===== src/rtl/spm_sched_pkg.sv =====
// spm_sched_pkg: shared types and sizing helpers for the multiplier job scheduler.
package spm_sched_pkg;
   typedef enum logic [1:0] {IDLE, MUL, RESP} state_t;
   localparam int SPM_W = 32;
   function automatic int cnt_w(input int w);
      return $clog2(2 * w + 1);
   endfunction
endpackage


===== src/rtl/spm_serial_core.sv =====
// spm_serial_core: carry-save serial-parallel multiplier, y enters LSB first, one product bit out per cycle.
module spm_serial_core #(
   parameter int W = 32
) (
   input  logic         clk,
   input  logic         rst,
   input  logic         clr,
   input  logic [W-1:0] x,
   input  logic         y,
   output logic         p
);
   logic [W-1:0] s, c, fs, fc;
   for (genvar g = 0; g < W; g++) begin : g_cell
      assign {fc[g], fs[g]} = {1'b0, s[g]} + {1'b0, c[g]} + {1'b0, x[g] & y};
   end
   // sums shift down one weight per cycle; carries already carry weight i+1, so they stay in place
   always_ff @(posedge clk or posedge rst) begin
      if (rst) begin
         s <= '0;
         c <= '0;
         p <= 1'b0;
      end else if (clr) begin
         s <= '0;
         c <= '0;
         p <= 1'b0;
      end else begin
         s <= {1'b0, fs[W-1:1]};
         c <= fc;
         p <= fs[0];
      end
   end
endmodule


===== src/rtl/spm_job_scheduler.sv =====
// spm_job_scheduler: round-robin sharing of one serial multiplier core among NREQ requesters.
// Define SPM_SCHED_SIGNED_EN for two's-complement operands (sign-magnitude around the unsigned core).
module spm_job_scheduler
   import spm_sched_pkg::*;
#(
   parameter int NREQ = 4,
   parameter int W = SPM_W,
   parameter int IDW = $clog2(NREQ)
) (
   input  logic              clk,
   input  logic              rst,
   input  logic [NREQ-1:0]   req_valid,
   output logic [NREQ-1:0]   req_ready,
   input  logic [NREQ*W-1:0] req_x,
   input  logic [NREQ*W-1:0] req_y,
   output logic              rsp_valid,
   input  logic              rsp_ready,
   output logic [2*W-1:0]    rsp_p,
   output logic [IDW-1:0]    rsp_id,
   output logic              busy
);
   localparam int CW = cnt_w(W);
   state_t state;
   logic [IDW-1:0] rr, gnt, idx;
   logic found, accept, p;
   logic [W-1:0] xbuf, ybuf, sel_x, sel_y;
   logic [2*W-2:0] acc;
   logic [2*W-1:0] acc_nx;
   logic [CW-1:0] cnt;
`ifdef SPM_SCHED_SIGNED_EN
   logic neg;
`endif
   // scan downwards so the nearest requester after rr is the last one written
   always_comb begin
      gnt = '0;
      idx = '0;
      found = 1'b0;
      sel_x = '0;
      sel_y = '0;
      for (int k = NREQ; k >= 1; k--) begin
         idx = IDW'((int'(rr) + k) % NREQ);
         if (req_valid[idx]) begin
            gnt = idx;
            found = 1'b1;
         end
      end
      for (int i = 0; i < NREQ; i++) begin
         sel_x = (gnt == IDW'(i)) ? req_x[i*W +: W] : sel_x;
         sel_y = (gnt == IDW'(i)) ? req_y[i*W +: W] : sel_y;
      end
      req_ready = (state == IDLE && found && !rst) ? NREQ'(1) << gnt : '0;
   end
   assign accept = |(req_valid & req_ready);
   assign acc_nx = {p, acc};
   assign busy = state != IDLE;
   spm_serial_core #(.W(W)) u_core (
      .clk(clk),
      .rst(rst),
      .clr(accept),
      .x(xbuf),
      .y(state == MUL && ybuf[0]),
      .p(p)
   );
   always_ff @(posedge clk or posedge rst) begin
      if (rst) begin
         state <= IDLE;
         rr <= IDW'(NREQ - 1);
         xbuf <= '0;
         ybuf <= '0;
         acc <= '0;
         cnt <= '0;
         rsp_valid <= 1'b0;
         rsp_p <= '0;
         rsp_id <= '0;
`ifdef SPM_SCHED_SIGNED_EN
         neg <= 1'b0;
`endif
      end else begin
         case (state)
            IDLE: if (accept) begin
               state <= MUL;
               rr <= gnt;
               rsp_id <= gnt;
               cnt <= '0;
               acc <= '0;
`ifdef SPM_SCHED_SIGNED_EN
               xbuf <= sel_x[W-1] ? -sel_x : sel_x;
               ybuf <= sel_y[W-1] ? -sel_y : sel_y;
               neg <= sel_x[W-1] ^ sel_y[W-1];
`else
               xbuf <= sel_x;
               ybuf <= sel_y;
`endif
            end
            MUL: begin
               ybuf <= ybuf >> 1;
               cnt <= cnt + 1'b1;
               if (cnt != '0) acc <= acc_nx[2*W-1:1];
               if (cnt == CW'(2 * W)) begin
                  state <= RESP;
                  rsp_valid <= 1'b1;
`ifdef SPM_SCHED_SIGNED_EN
                  rsp_p <= neg ? -acc_nx : acc_nx;
`else
                  rsp_p <= acc_nx;
`endif
               end
            end
            RESP: if (rsp_ready) begin
               state <= IDLE;
               rsp_valid <= 1'b0;
            end
            default: state <= IDLE;
         endcase
      end
   end
endmodule


===== config.mk =====
export PLATFORM = sky130hd
export DESIGN_NAME = spm_job_scheduler
export DESIGN_NICKNAME = d
export VERILOG_FILES = /design/src/rtl/spm_sched_pkg.sv /design/src/rtl/spm_serial_core.sv /design/src/rtl/spm_job_scheduler.sv
export SDC_FILE = /design/constraint.sdc
export NUM_CORES = 1
export LEC_CHECK = 0
export ABC_AREA = 1
export BUFFER_PORTS_ARGS = -buffer_cell sky130_fd_sc_hd__buf_2
export CORE_MARGIN = 2
export CORE_UTILIZATION = 35
export CTS_CLUSTER_DIAMETER = 120
export CTS_CLUSTER_SIZE = 12
export DETAILED_ROUTE_END_ITERATION = 8
export SYNTH_ARGS = -nofsm -noshare
export SYNTH_HDL_FRONTEND = slang
export SYNTH_SLANG_ARGS = --single-unit
export TNS_END_PERCENT = 1

===== constraint.sdc =====
create_clock -name clk -period 9.1 [get_ports clk]
set_clock_uncertainty 0.1 [all_clocks]
set_input_delay 0.91 -clock clk [delete_from_list [all_inputs] [get_ports clk]]
set_output_delay 0.91 -clock clk [all_outputs]
set_load 0.05 [all_outputs]

==> reports/metrics.cfg <==
[run_status]
outcome=completed

[timing]
finalSetupViolCount=0
hold_viol=0
min_period_over_period=0.4641
maxSlewHeadroom=0.2434
holdWs_ns=0.3785
setup-tns-final_ns=0
rsz0062_at_grt=false
period_needed_ns=4.223
slew_violations=0
tightest_slew_ns=1.135
final.setup.worst_slack_ns=4.877
fmax_mhz=236.8

[min_path]
hp-class=flop to flop

[worst_setup_path]
slowest_delay_ns=0.66
crit_fanout=33
crit_start=rr[0]
path_cells=inv_8, nand2_1, nand3_1, nand2_1, nand2_1, a21oi_4, buf_4, nand2_2, nor2_1, buf_2
timing.rr.end=rr[1]
crit_top_cell=nand2_1
cp_top_family=buffers and inverters
cp-start-kind=flop
crit_arrival_ns=3.21
r2r_setup_slack_ns=5.57
cp.required_ns=8.09
r2r_start=rr[0]
crit_type=flop to output port
crit_cells=10
endpoint_kind=output port
worstRegToRegCells=11
slowest_stage=dfstp_2
path_buf_inv=3
critPathCapture=req_ready[1]

[power_and_ir_drop]
ir_drop_mv=0.4062
power_uw=6449
power_leakage_uw=0.008333
power_density_nw_per_um2=409.2

[global_routing]
grt_usage=0.1849
grt_pass1_wl_mm=57.30
antenna_found_initial=3
grt_max_degree=131
grt_pass1_vias=10993
overflow=0

[synthesis]
synth_area_per_cell_um2=8.287
synthDominantCellAreaShare=0.5106
synth_seq_area_share=0.5146
synth-edff-count=0
ys.flop_type=dfrtp_1
yosysTopAreaCell=dfrtp_1
synth_most_common_cell=nand2_1
async_flop_share=1.000
netlist_area_um2=13090
yosysWarnings=0
ys_types=38
synth_common_cells=nand2_1, dfrtp_1, inv_1, nor2_1, o21ai_0
syn-num-nets=1876
synth_area_leaders=dfrtp_1, nand2_1, inv_1
ys_ff_latch=269
syn_inst=1579

[detailed_routing]
route.detailed.drc=0
via_per_inst=4.789
drt_pre_antenna_iters=5
drt-wirelength-per-cell_um=15.43
antenna_left=0
drtIter0Drc=715
drt-total-wl_mm=36.15
dr_total_vias=11221

[cts]
htree_levels=1
cts_buffers=26
cts_tree=built
postCtsSetupBuffers=0
ctsResizeCount=0
clkTransAtPathRegs_ns=0.06
cts_buffer_depth=3
insertion_delay_ns=0.52
cts.sinks=269
cts_hold_buf=0
clockRootBuffer=clkbuf_16

[floorplanning]
core_area_um2=36700
die_width_um=197.4
rows=70
initial_utilization=0.3566
dieArea_um2=38950
pin_count=335
die_y_um=197.4

[place]
numPortBuffers=334
dp_hpwl_mm=25.14
placed_area_um2=15040
gp_congestion=0.8618
dp_slack_ns=5.146

[cells_and_area]
multi_input_area_um2=4989
num-fill-cells=3725
design_area_um2=15760
nNetsFinal=2161
area_growth_pct=20.44
drive_gt1_frac=0.2205
ff_latch_area_um2=6734

[run]
timing.max_cap.violations=0

## cells by family after synthesis
group / synth area share
buf+inv: 0.1059
compound gates: 0.08902
flops: 0.5146
fa+ha+maj: 0.05030
simple gates: 0.2401
## flip-flops by register name, summed over array words and instances, names as in the netlist, 7 cells and up
| register | count |
|---|---|
| rsp_p | 64 |
| acc | 63 |
| u_core.c | 32 |
| xbuf | 32 |
| ybuf | 32 |
| u_core.s | 31 |
| cnt | 7 |
## metrics by stage
step                      std cells  utilization
final                          2343       0.4295
after global routing           2342       0.4294
after CTS                      2341       0.4293
after detailed placement       2304       0.4098
after global placement         2304       0.4098
after floorplan                1579            -
## worst min-delay path by stage
| stage | depth (start not counted) | startpoint | to | slack [ns] |
|---|---|---|---|---|
| after floorplan | 2 | xbuf[11] | xbuf[11] | 0.35 |
| after global placement | 2 | rsp_p[1] | rsp_p[1] | 0.36 |
| after detailed placement | 2 | ybuf[24] | ybuf[24] | 0.37 |
| after CTS | 2 | rsp_p[44] | rsp_p[44] | 0.38 |
| after global routing | 2 | ybuf[24] | ybuf[24] | 0.40 |
| final | 2 | rsp_p[2] | rsp_p[2] | 0.38 |
## per-layer routing
metal,up-vias,share of wire,track usage
met1,5323,0.48,0.2612
met3,54,0.057,0.03142
met2,335,0.44,0.2933
met4,2,0.027,0.05180
li1,5507,-,-
met5,-,0.00036,0
## placed cells by master, fill, tap and decap left out, types with 31 or more instances in the layout
cell / n
nand2_1: 425
buf_2: 334
dfrtp_1: 267
inv_1: 245
nor2_1: 134
o21ai_0: 91
nand3_1: 82
o22ai_1: 70
nand4_1: 52
o21ai_1: 32
fa_1: 31
## worst reg2reg max path, stage by stage, from the launching register on
cell and delay (ns):
dfstp_2 0.66, inv_8 0.09, nand2_2 0.07, nand2_1 0.08, and2_4 0.16, nand4_1 0.07, nand2_1 0.35, buf_4 0.35
inv_4 0.60, buf_4 0.65, nand2_1 0.15, o21ai_0 0.11
## final cells by class
cell class                 count  area share
multi-input combinational    967      0.3165
clock buffer                  36     0.04501
tap                          468     0.03715
inverter                     255     0.06185
clock inverter                 1   0.0005557
antenna                        2   0.0003176
timing repair buffer         345      0.1113
sequential                   269      0.4273
## power by group
| part | switching [µW] | internal [µW] | total (µW) |
|---|---|---|---|
| combinational | 2530 | 1000 | 3540 |
| sequential | 238 | 1700 | 1940 |
| clock | 432 | 536 | 968 |
(Power assumes the default switching activity.)
